`src/rtl/kpc_pkg.sv`:
```
// Shared types and constants for the keyboard press classifier: event and key-state
// encodings, game scan codes and the default watched-key table.
package kpc_pkg;

  typedef enum logic [1:0] {
    EV_SHORT  = 2'd0,
    EV_LONG   = 2'd1,
    EV_REPEAT = 2'd2
  } ev_type_t;

  typedef enum logic [1:0] {
    IDLE  = 2'd0,
    PRESS = 2'd1,
    LONG  = 2'd2
  } key_state_t;

  localparam logic [8:0] SC_W       = 9'h01D;
  localparam logic [8:0] SC_A       = 9'h01C;
  localparam logic [8:0] SC_S       = 9'h01B;
  localparam logic [8:0] SC_D       = 9'h023;
  localparam logic [8:0] SC_LSHIFT  = 9'h012;
  localparam logic [8:0] SC_RSHIFT  = 9'h059;
  localparam logic [8:0] SC_SPACE   = 9'h029;
  localparam logic [8:0] SC_BKSPACE = 9'h066;
  localparam logic [8:0] SC_O       = 9'h044;
  localparam logic [8:0] SC_K       = 9'h042;
  localparam logic [8:0] SC_L       = 9'h04B;
  localparam logic [8:0] SC_COLON   = 9'h04C;

  // Entry 0 sits in the least significant 9 bits.
  localparam logic [12*9-1:0] DEFAULT_KEY_CODES = {
    SC_COLON, SC_L, SC_K, SC_O, SC_BKSPACE, SC_SPACE,
    SC_RSHIFT, SC_LSHIFT, SC_D, SC_S, SC_A, SC_W
  };

  function automatic int idx_width(input int n);
    return (n > 1) ? $clog2(n) : 1;
  endfunction

endpackage

```
`src/rtl/kpc_event_fifo.sv`:
```
// Synchronous event FIFO. Output side is valid/ready: an entry leaves on a clock edge
// where valid and ready are both high; data holds stable while valid=1 and ready=0.
module kpc_event_fifo #(
  parameter int WIDTH = 4,
  parameter int DEPTH = 4
) (
  input  logic             clk,
  input  logic             rst,
  input  logic             push,
  input  logic [WIDTH-1:0] push_data,
  output logic             full,
  output logic             valid,
  input  logic             ready,
  output logic [WIDTH-1:0] data
);

  localparam int AW = $clog2(DEPTH);
  localparam logic [AW:0] FULL_CNT = DEPTH[AW:0];

  logic [WIDTH-1:0] mem [DEPTH];
  logic [AW-1:0]    wr_ptr, rd_ptr;
  logic [AW:0]      count;
  logic             wr_en, rd_en;

  assign full  = (count == FULL_CNT);
  assign valid = (count != '0);
  assign wr_en = push && !full;
  assign rd_en = valid && ready;
  // Empty head reads as zero so stale memory never shows on the outputs.
  assign data  = valid ? mem[rd_ptr] : '0;

  always_ff @(posedge clk) begin
    if (wr_en) mem[wr_ptr] <= push_data;
  end

  always_ff @(posedge clk) begin
    if (rst) begin
      wr_ptr <= '0;
      rd_ptr <= '0;
      count  <= '0;
    end else begin
      if (wr_en) wr_ptr <= wr_ptr + 1'b1;
      if (rd_en) rd_ptr <= rd_ptr + 1'b1;
      case ({wr_en, rd_en})
        2'b10:   count <= count + 1'b1;
        2'b01:   count <= count - 1'b1;
        default: count <= count;
      endcase
    end
  end

endmodule

```
`src/rtl/keyboard_press_classifier.sv`:
```
// Watches N_KEYS scan codes and classifies holds into SHORT/LONG(/REPEAT) events,
// as per-key pulses and an ordered FIFO stream. Define KPC_AUTOREPEAT_EN for REPEAT events.
module keyboard_press_classifier
  import kpc_pkg::*;
#(
  parameter int                  N_KEYS       = 12,
  parameter logic [N_KEYS*9-1:0] KEY_CODES    = DEFAULT_KEY_CODES[N_KEYS*9-1:0],
  parameter int                  CNT_WIDTH    = 4,
  parameter int                  LONG_TICKS   = 8,
  parameter int                  REPEAT_TICKS = 4,
  parameter int                  FIFO_DEPTH   = 4
) (
  input  logic                          clk,
  input  logic                          rst,
  input  logic                          tick,
  input  logic [511:0]                  key_down,
  output logic [N_KEYS-1:0]             s_pulse,
  output logic [N_KEYS-1:0]             l_pulse,
  output logic [N_KEYS-1:0]             held,
  output logic                          ev_valid,
  input  logic                          ev_ready,
  output logic [idx_width(N_KEYS)-1:0]  ev_key,
  output logic [1:0]                    ev_type,
  output logic                          ev_overflow
);

  localparam int KW = idx_width(N_KEYS);
  localparam logic [CNT_WIDTH-1:0] LONG_CNT   = LONG_TICKS[CNT_WIDTH-1:0];
  localparam logic [CNT_WIDTH-1:0] REPEAT_CNT = REPEAT_TICKS[CNT_WIDTH-1:0];

  if (N_KEYS < 1 || N_KEYS > 32 ||
      LONG_TICKS < 1 || LONG_TICKS > (2**CNT_WIDTH - 1) ||
      REPEAT_TICKS < 1 || REPEAT_TICKS > (2**CNT_WIDTH - 1) ||
      FIFO_DEPTH < 2 || (FIFO_DEPTH & (FIFO_DEPTH - 1)) != 0) begin : g_bad_params
    $error("keyboard_press_classifier: illegal parameter combination");
  end

  logic [N_KEYS-1:0]      pend_v;
  logic [N_KEYS-1:0][1:0] ptype_v;
  logic [N_KEYS-1:0]      grant;
  logic [N_KEYS-1:0]      ovf_req;
  logic [KW-1:0]          grant_idx;
  logic                   push;
  logic                   fifo_full;
  logic [KW+1:0]          fifo_head;
  logic                   unused_key_map;

  assign unused_key_map = ^key_down;

  for (genvar i = 0; i < N_KEYS; i++) begin : g_key
    key_state_t           state, state_nxt;
    logic [CNT_WIDTH-1:0] cnt, cnt_nxt, cnt_inc;
    logic                 key_in, fire;
    ev_type_t             kind;
    logic                 s_q, l_q, pend_q;
    ev_type_t             ptype_q;

    assign key_in  = key_down[KEY_CODES[9*i +: 9]];
    assign cnt_inc = cnt + 1'b1;

    always_comb begin
      state_nxt = state;
      cnt_nxt   = cnt;
      fire      = 1'b0;
      kind      = EV_SHORT;
      if (tick) begin
        case (state)
          IDLE: begin
            if (key_in) begin
              state_nxt = PRESS;
              cnt_nxt   = '0;
            end
          end
          PRESS: begin
            if (!key_in) begin
              state_nxt = IDLE;
              cnt_nxt   = '0;
              fire      = 1'b1;
              kind      = EV_SHORT;
            end else if (cnt_inc == LONG_CNT) begin
              state_nxt = LONG;
              cnt_nxt   = '0;
              fire      = 1'b1;
              kind      = EV_LONG;
            end else begin
              cnt_nxt = cnt_inc;
            end
          end
          LONG: begin
            if (!key_in) begin
              state_nxt = IDLE;
              cnt_nxt   = '0;
            end else begin
`ifdef KPC_AUTOREPEAT_EN
              if (cnt_inc == REPEAT_CNT) begin
                cnt_nxt = '0;
                fire    = 1'b1;
                kind    = EV_REPEAT;
              end else begin
                cnt_nxt = cnt_inc;
              end
`else
              // No repeat: the counter only saturates while the key stays down.
              if (!(&cnt) && (REPEAT_CNT != '0)) cnt_nxt = cnt_inc;
`endif
            end
          end
          default: begin
            state_nxt = IDLE;
            cnt_nxt   = '0;
          end
        endcase
      end
    end

    always_ff @(posedge clk) begin
      if (rst) begin
        state   <= IDLE;
        cnt     <= '0;
        s_q     <= 1'b0;
        l_q     <= 1'b0;
        pend_q  <= 1'b0;
        ptype_q <= EV_SHORT;
      end else begin
        state <= state_nxt;
        cnt   <= cnt_nxt;
        s_q   <= fire && (kind == EV_SHORT);
        l_q   <= fire && (kind != EV_SHORT);
        // A grant this cycle frees the slot, so a coincident new event is kept.
        if (fire && (!pend_q || grant[i])) begin
          pend_q  <= 1'b1;
          ptype_q <= kind;
        end else if (grant[i]) begin
          pend_q <= 1'b0;
        end
      end
    end

    assign ovf_req[i] = fire && pend_q && !grant[i];
    assign s_pulse[i] = s_q;
    assign l_pulse[i] = l_q;
    assign held[i]    = (state != IDLE);
    assign pend_v[i]  = pend_q;
    assign ptype_v[i] = ptype_q;
  end

  // Lowest pending index wins; nothing is granted while the FIFO is full.
  always_comb begin
    push      = 1'b0;
    grant_idx = '0;
    if (!fifo_full) begin
      for (int k = N_KEYS - 1; k >= 0; k--) begin
        if (pend_v[k]) begin
          push      = 1'b1;
          grant_idx = k[KW-1:0];
        end
      end
    end
    grant = push ? (N_KEYS'(1) << grant_idx) : '0;
  end

  always_ff @(posedge clk) begin
    if (rst) ev_overflow <= 1'b0;
    else if (|ovf_req) ev_overflow <= 1'b1;
  end

  kpc_event_fifo #(
    .WIDTH (KW + 2),
    .DEPTH (FIFO_DEPTH)
  ) u_fifo (
    .clk       (clk),
    .rst       (rst),
    .push      (push),
    .push_data ({grant_idx, ptype_v[grant_idx]}),
    .full      (fifo_full),
    .valid     (ev_valid),
    .ready     (ev_ready),
    .data      (fifo_head)
  );

  assign ev_key  = fifo_head[KW+1:2];
  assign ev_type = fifo_head[1:0];

endmodule

```
`config.mk`:
```
export PLATFORM = sky130hd
export DESIGN_NAME = keyboard_press_classifier
export DESIGN_NICKNAME = d
export VERILOG_FILES = /design/src/rtl/kpc_pkg.sv /design/src/rtl/kpc_event_fifo.sv /design/src/rtl/keyboard_press_classifier.sv
export SDC_FILE = /design/constraint.sdc
export NUM_CORES = 1
export LEC_CHECK = 0
export BUFFER_PORTS_ARGS = -buffer_cell sky130_fd_sc_hd__buf_2
export CORE_AREA = 2 2 218 220
export DETAILED_ROUTE_END_ITERATION = 6
export DIE_AREA = 0 0 220 222
export MAX_ROUTING_LAYER = met4
export PLACE_DENSITY = 0.41
export SYNTH_ARGS = -nofsm -noshare
export SYNTH_HDL_FRONTEND = slang
export SYNTH_SLANG_ARGS = --single-unit
```
`constraint.sdc`:
```
create_clock -name clk -period 4.07 [get_ports clk]
set_input_delay 0.2035 -clock clk [delete_from_list [all_inputs] [get_ports clk]]
set_output_delay 0.2035 -clock clk [all_outputs]
set_load 0.03 [all_outputs]
```
# Yosys cells after proc, flatten, opt, wreduce, memory -nomap -nowiden
# Memory sizes are Yosys's and may differ from the RTL's. A register that Yosys moved wholly into a read port is not among the register bits.
# Cells that the tools add are included.
# W data, S select, Z words.
dict set report totals {
  reg_bits 140
  mem_bits_rw 24
  in_bits 516
  out_inout_bits 44
  elab_cells 667
  n_memories 1
}
# name depth width rd rd_clocked_by_memory_dff write_ports line_no
set memory_table {}
lappend memory_table {u_fifo.mem 4 6 1 1 1 kpc_event_fifo.sv:20} ;# logic [WIDTH-1:0] mem [DEPTH];
dict set report op_classes {
  addsub 16
  order_cmp 1
  eq_ne 87
  n_shift 1
  muxes 287
  n_reduce_logical 198
}
# cell n
set ops {}
lappend ops {{$mux W4} 73}
lappend ops {{$pmux W4 S3} 12}
lappend ops {{$mux W1} 133}
lappend ops {{$mux W2} 53}
lappend ops {{$reduce_and A4 Y1} 24}
lappend ops {{$reduce_bool A2 Y1} 37}
lappend ops {{$ne A3 B3 Y1 const B} 24}
lappend ops {{$pmux W2 S3} 12}
lappend ops {{$logic_and A1 B1 Y1} 62}
lappend ops {{$add A4 B1 Y4 const B} 12}
lappend ops {{$eq A4 B4 Y1 const B} 12}
lappend ops {{$logic_not A2 Y1} 24}
lappend ops {{$ne A2 B2 Y1 const B} 24}
lappend ops {{$reduce_and A3 Y1} 12}
lappend ops {{$eq A2 B1 Y1 const B} 13}
lappend ops {{$eq A2 B2 Y1 const B} 13}
lappend ops {{$logic_not A1 Y1} 25}
lappend ops {{$logic_or A1 B1 Y1} 12}
lappend ops {{$mux W12} 1}
lappend ops {{$reduce_or A12 Y1} 1}
lappend ops {{$shl A1 B4 Y12 const A} 1}
lappend ops {{$bmux W2 S4} 1}
lappend ops {{$mux W6} 1}
lappend ops {{$pmux W3 S2} 1}
lappend ops {{6 further kinds} 7}

# Longest topological paths before layout
# Gate-level depths: netlist of the first run.
dict set report depth {
  ltp_word 18
  mapped_depth 10
  ltp_nobuf 10
}

# Cells and area by module
# Synthesis of the first run repeated with hierarchy kept, for this count alone.
dict set report hier_totals {
  hier_cells 948
  hier_area_um2 8246.7
}
# mod instances cells_each area_per_inst_um2 seq_area_each_um2
set by_module_without_submodules {}
lappend by_module_without_submodules {keyboard_press_classifier 1 856 6855.3 2422.3}
lappend by_module_without_submodules {kpc_event_fifo 1 92 1391.3 900.9}

# Worst setup path before layout of the first run
# OpenSTA, ideal clock, no wires.
dict set report synth_timing {
  kind {register to register}
  start {reg g_key[11].pend_q}
  end {reg u_fifo.count[2]}
  setup_ps 70
  arrival_time_ps 2420
  t_required_ps 4000
  path_slack_ps 1580
  path_stages_with_launch 10
  n_path_buf 0
  period_less_slack_ps 2490
  path_cell_list {dfxtp_1 > nor4_1 > a31oi_1 > inv_1 > ha_1 > inv_1 > fa_1 > xor2_1 > or3_1 > a21oi_1}
}
dict set report synth_via {
  elab_chain_cells 16
  word_cells_on_any_way 18
  cone_classes {eq/ne: 2; mux: 14; reduce/logical: 2}
}
# element line_no
set synth_lines {}
lappend synth_lines {{start: declaration} keyboard_press_classifier.sv:55} ;# logic s_q, l_q, pend_q;
lappend synth_lines {{start signal: assignment} keyboard_press_classifier.sv:122} ;# pend_q <= 1'b0;
lappend synth_lines {{start signal: assignment} keyboard_press_classifier.sv:131} ;# pend_q <= 1'b1;
lappend synth_lines {{start signal: assignment} keyboard_press_classifier.sv:134} ;# pend_q <= 1'b0;
lappend synth_lines {{$mux W1 (*) (12 in series)} keyboard_press_classifier.sv:153} ;# if (pend_v[k]) begin
lappend synth_lines {{$mux W1 (*)} keyboard_press_classifier.sv:151} ;# if (!fifo_full) begin
lappend synth_lines {{$logic_and A1 B1 Y1 (*)} kpc_event_fifo.sv:27} ;# assign wr_en = push && !full;
lappend synth_lines {{$eq A2 B1 Y1 or $eq A2 B2 Y1 (tied branches)} kpc_event_fifo.sv:44} ;# case ({wr_en, rd_en})
lappend synth_lines {{$pmux W3 S2 or $reduce_bool A2 Y1 (tied branches)} n/a}
lappend synth_lines {{end signal: assignment} kpc_event_fifo.sv:45} ;# 2'b10: count <= count + 1'b1;
lappend synth_lines {{end signal: assignment} kpc_event_fifo.sv:46} ;# 2'b01: count <= count - 1'b1;
lappend synth_lines {{end signal: assignment} kpc_event_fifo.sv:47} ;# default: count <= count;
lappend synth_lines {{end: declaration} kpc_event_fifo.sv:22} ;# logic [AW:0] count;
# Mark *: on every way between the ends. The rest lies on a longest branch, timed or not.
# A chain may end at the register's enable or synchronous reset.

# Worst setup path after layout of the first run
# Ends and elaborated chain as after synthesis.

==> key figures, run 1 <==
Run status
  • Status: completed

Timing
  • Final WS setup: 1120 ps
  • Clk_skew: 10.5 ps
  • Hold Vio Cnt, Final: 0
  • Period utilization: 72.4%
  • RSZ-0062 raised after global routing: false
  • Max Clock Freq: 339 MHz
  • Worst slew pin tran: 868 ps
  • Slew margin rel.: 41.9%
  • Setup-failing EPs final: 0
  • Final setup TNS: 0 ps
  • Min Tclk post-route: 2950 ps
  • Pins Over Slew Limit: 0

Setup path
  • Delay-heaviest family, CP: simple AND/OR/NAND/NOR gates
  • CP max stage cell: nor4_1
  • Critical Path RT: 4420 ps
  • Slowest stage delay, CP: 690 ps
  • Startpoint types: flip-flop
  • Worst R2R Path Depth: 9
  • Crit path DAT: 3300 ps
  • CP dominant cell by count: inv_1
  • CP Depth: 9
  • Critical-path maximum fanout: 8
  • Setup CP Type: reg2reg
  • Crit-path cells: nor4_1 -> a31oi_1 -> inv_1 -> ha_1 -> inv_1 -> fa_1 -> xor2_1 -> or3_1 -> a21oi_1
  • Buf/Inv on CP: 2
  • Crit end category: flip-flop

Floorplanning
  • Placement Rows: 79
  • Die Footprint: 0.0488 mm2
  • Initial Utilization: 17.8%
  • Die W: 220 um
  • I/O pin cnt: 560
  • Die span in y: 222 um
  • Core area: 0.0463 mm2

Yosys
  • Post-synth ARST share: 0%
  • Post-Synthesis Cell Area: 0.00822 mm2
  • FF+latch count, synth: 150
  • Synthesized area per cell: 8.61 um2
  • Top post-synthesis cells by area: dfxtp_1 (32%), ha_1 (9.0%), edfxtp_1 (7.3%), a21oi_1 (5.5%), nor2_1 (4.0%)
  • Netlist cell types: 67
  • Sequential area share after synthesis: 39.0%
  • Syn_nets: 1531
  • Post-synth top cells: dfxtp_1 (130), a21oi_1 (91), nor2_1 (87), inv_1 (82), nand2_1 (62)
  • Gate Count Post-Synth: 955
  • Synth warn: 0
  • Most common cell in the synthesized netlist: dfxtp_1
  • Post-synth EDFFs: 20
  • Most used DFF post-synth: dfxtp_1
  • Post-synth top area share: 31.6%
  • Area leader, netlist: dfxtp_1

Place
  • Post-DP HPWL: 15.7 mm
  • Dpl ws: 1140 ps
  • GP Congestion: 0.809
  • Post-DP Area: 0.00900 mm2
  • Port buffer count: 58

Clocking
  • Post-cts repair resize count: 0
  • Worst-case clock buffer depth: 2
  • H-tree Lvls: 4
  • CTS sink cnt: 150
  • CTS tree: yes
  • Post-CTS Setup Inserts: 0
  • Worst-Skew Late Latency: 430 ps
  • Clock-pin transition on the worst setup and hold timing paths: 70 ps
  • Number of CTS-inserted buffers: 17
  • CTS Hold Bufs: 0
  • Clock root cell: clkbuf_16

Detailed routing
  • Wirelength per Cell: 13.3 um
  • First-iteration detailed-routing DRC count: 371
  • Vias/cell: 4.21
  • DRT antenna net count: 0
  • Pre-antenna DRT Iters: 5
  • WL final: 21.3 mm
  • Via Count: 6737
  • DRC errors left: 0

Layout
  • Final #Nets: 1557
  • Core Util, Final: 20.8%
  • Layout cells sized above 1: 12.1%
  • Area growth syn-to-layout: 17.2%
  • Final Cell Area: 0.00963 mm2
  • Layout filler cell count: 5185

Pwr
  • Int Pwr: 3000 uW
  • Combinational fraction of design power: 23.1%
  • Cell leakage power: 0.00361 uW
  • Clock power share: 38.5%
  • Total power: 4420 uW
  • Flop pwr share: 38.3%
  • Worst ir drop on vdd: 251 uV
  • Power Density: 459 mW/mm2
  • NetSw: 1420 uW
  • Switching fraction of total power: 32.2%

GRT
  • Largest net degree at the start of global routing: 65
  • Antenna violations before repair: 1
  • Grt ovf: 0
  • Gr usage total: 9.12%
  • Vias in the first global route: 6406
  • First-pass GRT wire length: 34.4 mm

Hold path
  • Hold Path Depth: 2
  • Hold WC Path Type: in2reg

Flow run
  • Max-capacitance violation count: 0
flip-flops by register name, indices dropped and copies added (netlist names), named ones only:
| name | cells |
|---|---|
| u_fifo.wr_ptr | 2 |
| u_fifo.count | 3 |
| ev_overflow | 1 |
| u_fifo.rd_ptr | 2 |
| u_fifo.mem | 20 |
| g_key.cnt | 48 |
| g_key.l_q | 12 |
| g_key.state | 24 |
| g_key.s_q | 12 |
| g_key.pend_q | 12 |
| g_key.ptype_q | 12 |
path summary, 6_finish.rpt:
check	start	to	slack, ps
worst max-delay path	g_key[11].pend_q	u_fifo.count[2]	1120
worst min-delay path	key_down[75]	g_key[10].s_q	40
worst max register to register	g_key[11].pend_q	u_fifo.count[2]	1120
worst min register to register	g_key[0].cnt[1]	g_key[0].cnt[1]	480
power groups by stage:
| stage | clock network [uW] | logic (uW) | registers [uW] |
|---|---|---|---|
| floorplan | 0 | 782 | 1700 |
| global placement | 0 | 1030 | 1730 |
| detailed placement | 0 | 1040 | 1730 |
| CTS | 1770 | 1040 | 1700 |
| global route | 1820 | 1150 | 1710 |
| finish | 1700 | 1020 | 1690 |
cell families after synthesis:
group	after synthesis	share of synthesized area, %
mux	21	3.32
compound gates	281	21.9
buf+inv	137	7.44
xor+xnor	9	0.959
fa+ha+maj	60	9.22
other cells	1	0.0456
flops	150	39.0
simple gates	296	18.2
metal layers:
metal,vias up,track usage [%],part of all wire (%)
met1,3179,12.1,50
li1,3453,-,-
met5,-,-,0
met4,0,1.67,0.64
met3,12,2.32,4.0
met2,93,14.0,45
cell type report:
cell class | instances | area (um2) | share of cell area, %
Tap cell | 607 | 759 | 7.88
Timing Repair Buffer | 62 | 323 | 3.35
Antenna cell | 1 | 2.50 | 0.0260
Clock buffer | 17 | 425 | 4.42
Sequential cell | 150 | 3200 | 33.2
Multi-Input combinational cell | 668 | 4410 | 45.8
Clock inverter | 15 | 203 | 2.10
Inverter | 82 | 308 | 3.19
per-stage QoR:
stage / std cells / hold WS [ps]
floorplan: 955 / 276
global placement: 1569 / 454
detailed placement: 1569 / 459
CTS: 1601 / 2.16
global route: 1602 / 20.7
finish: 1602 / 39.3
cells in the final DEF, fill, tap and decap left out, types with 6 or more instances in the layout:
cell,n
a211oi_1,24
dfxtp_1,130
o21ai_0,57
and3_1,7
nor3_1,36
a21boi_0,21
edfxtp_1,20
a21o_1,10
nand3b_1,10
buf_2,57
or2_2,6
and3b_1,9
nand3_1,25
nand4_1,14
a41oi_1,12
nor2_1,87
nand2_1,62
ha_1,59
clkbuf_16,17
o211ai_1,21
mux2i_1,16
a21oi_1,91
inv_1,82
and2_1,10
Power figures use the tool's default switching activity.
==> inputs of run 2 (changes only) <==
Settings changed: CORE_AREA 2 2 218 220 to 2 2 215 217, DIE_AREA 0 0 220 222 to 0 0 217 219, PLACE_DENSITY 0.41 to 0.42.
Clock period 4.07 ns to 3 ns, I/O delays scaled along.
==> run 2 against run 1 <==
Effect of this change: combinational power up 39%; worst setup slack worse by 880 ps; via count is 1.8% higher; core utilization grew 0.71 points; register-to-register slack got worse by 880 ps; count of clock-buffer cells in the layout did not move.
==> key figures, run 2 (synthesized netlist as in run 1, its figures left out) <==
Floorplanning
  • Placement Rows: 78
  • Initial Utilization: 18.2%
  • Die span in y: 219 um
  • Die W: 217 um
  • Die Footprint: 0.0475 mm2
  • I/O pin cnt: 560
  • Core area: 0.0451 mm2

GRT
  • Grt ovf: 0
  • Largest net degree at the start of global routing: 57
  • Vias in the first global route: 6467
  • Gr usage total: 9.69%
  • First-pass GRT wire length: 34.9 mm
  • Antenna violations before repair: 3

Hold path
  • Hold WC Path Type: in2reg

Place
  • Post-DP Area: 0.00907 mm2
  • Post-DP HPWL: 15.9 mm
  • Port buffer count: 58
  • GP Congestion: 0.787

Layout
  • Sequential cell area: 0.00320 mm2
  • Final #Nets: 1576
  • Area of the multi-input gates: 0.00441 mm2
  • Top reg by flops: g_key.cnt
  • Layout cells sized above 1: 12.8%
  • Most common cell after layout, fill and taps aside: dfxtp_1
  • Biggest regs: g_key.cnt (48), g_key.state (24), u_fifo.mem (20)
  • Area growth syn-to-layout: 18.1%
  • Layout filler cell count: 5000
  • Max reg flops: 48
  • Final Cell Area: 0.00971 mm2
  • Highest-count cells in the layout ignoring fill and taps: dfxtp_1 (130), a21oi_1 (91), nor2_1 (87)

Timing
  • Max Clock Freq: 363 MHz
  • RSZ-0062 raised after global routing: false
  • Fin Hold WS: 8.46 ps
  • Period utilization: 91.7%
  • Worst slew pin tran: 1030 ps
  • Clk_skew: 12.6 ps
  • Slew margin rel.: 31.5%
  • Pins Over Slew Limit: 0
  • Setup-failing EPs final: 0
  • Min Tclk post-route: 2750 ps
  • Final setup TNS: 0 ps
  • Hold Vio Cnt, Final: 0

Pwr
  • Cell leakage power: 0.00366 uW
  • Worst ir drop on vdd: 378 uV
  • Power Density: 593 mW/mm2

Flow run
  • Max-capacitance violation count: 0

Clocking
  • Worst-case clock buffer depth: 2
  • CTS sink cnt: 150
  • Post-cts repair resize count: 0
  • Worst-Skew Late Latency: 460 ps
  • CTS tree: yes
  • Number of CTS-inserted buffers: 17
  • Clock root cell: clkbuf_16
  • Clock-pin transition on the worst setup and hold timing paths: 60 ps
  • H-tree Lvls: 4

Detailed routing
  • Pre-antenna DRT Iters: 5
  • Via Count: 6861
  • DRC errors left: 0
  • First-iteration detailed-routing DRC count: 413
  • WL final: 21.7 mm
  • Vias/cell: 4.25
  • Wirelength per Cell: 13.4 um
  • DRT antenna net count: 0

Setup path
  • Startpoint types: flip-flop
  • Crit end category: flip-flop
  • Critical-path maximum fanout: 10
  • Crit path DAT: 2930 ps
  • Critical Path RT: 3180 ps
  • Setup CP Type: reg2reg
  • R2R Setup Slk: 250 ps

Run status
  • Status: completed
-- run 2: cell types whose count changed in the layout (fill, tap and decap cells not counted), moves of 2 or more --
cell	change
dlygate4sd3_1	+8
diode_2	+2
inv_6	+3
buf_4	+11
bufinv_16	-4
-- run 2: what timing repair did --
item,in CTS,in global routing
endpoints found under the hold margin,8,0
hold buffers,8,0
setup buffers,0,0
-- run 2: final timing paths --
check	cells past startpoint	end	startpoint
setup / recovery	7	u_fifo.mem[0][0]	u_fifo.count[2]
hold / removal	2	g_key[8].s_q	key_down[68]
setup reg to reg	7	u_fifo.mem[0][0]	u_fifo.count[2]
hold reg to reg	2	g_key[0].cnt[1]	g_key[0].cnt[1]
-- run 2: where the power goes --
part	switching, uW	leakage, uW	internal [uW]
logic	907	0.00216	512
registers	112	0.00124	2190
clock network	970	0.000257	1070
total	1990	0.00366	3770
-- run 2: area by class of cell --
class,count,share of cell area (%)
Multi-Input combinational cell,668,45.4
Sequential cell,150,33.0
Tap cell,600,7.73
Timing Repair Buffer,81,5.00
Clock buffer,17,4.38
Inverter,82,3.17
Clock inverter,15,1.25
Antenna cell,3,0.0773
-- run 2: metrics by stage --
step	setup slack [ps]	cells	util [%]	power, uW
floorplan	510	955	-	3360
global placement	268	1573	20.1	3770
detailed placement	246	1573	20.1	3770
CTS	192	1613	21.5	5850
global route	86.8	1616	21.5	6110
finish	248	1616	21.5	5760
-- run 2: metal layers --
layer | vias up | track usage (%) | wire (um)
li1 | 3494 | - | -
met1 | 3229 | 12.6 | 10700
met2 | 122 | 14.4 | 9760
met3 | 16 | 2.59 | 910
met4 | 0 | 3.68 | 282
met5 | - | - | 0
-- run 2: worst max-delay path, cell delays in order (launching register included) --
cell and delay [ps]:
dfxtp_1 330, nor3b_2 200, buf_4 190, or2_0 220
a211oi_2 800, mux2i_1 290, a211oi_1 90, a211o_1 350
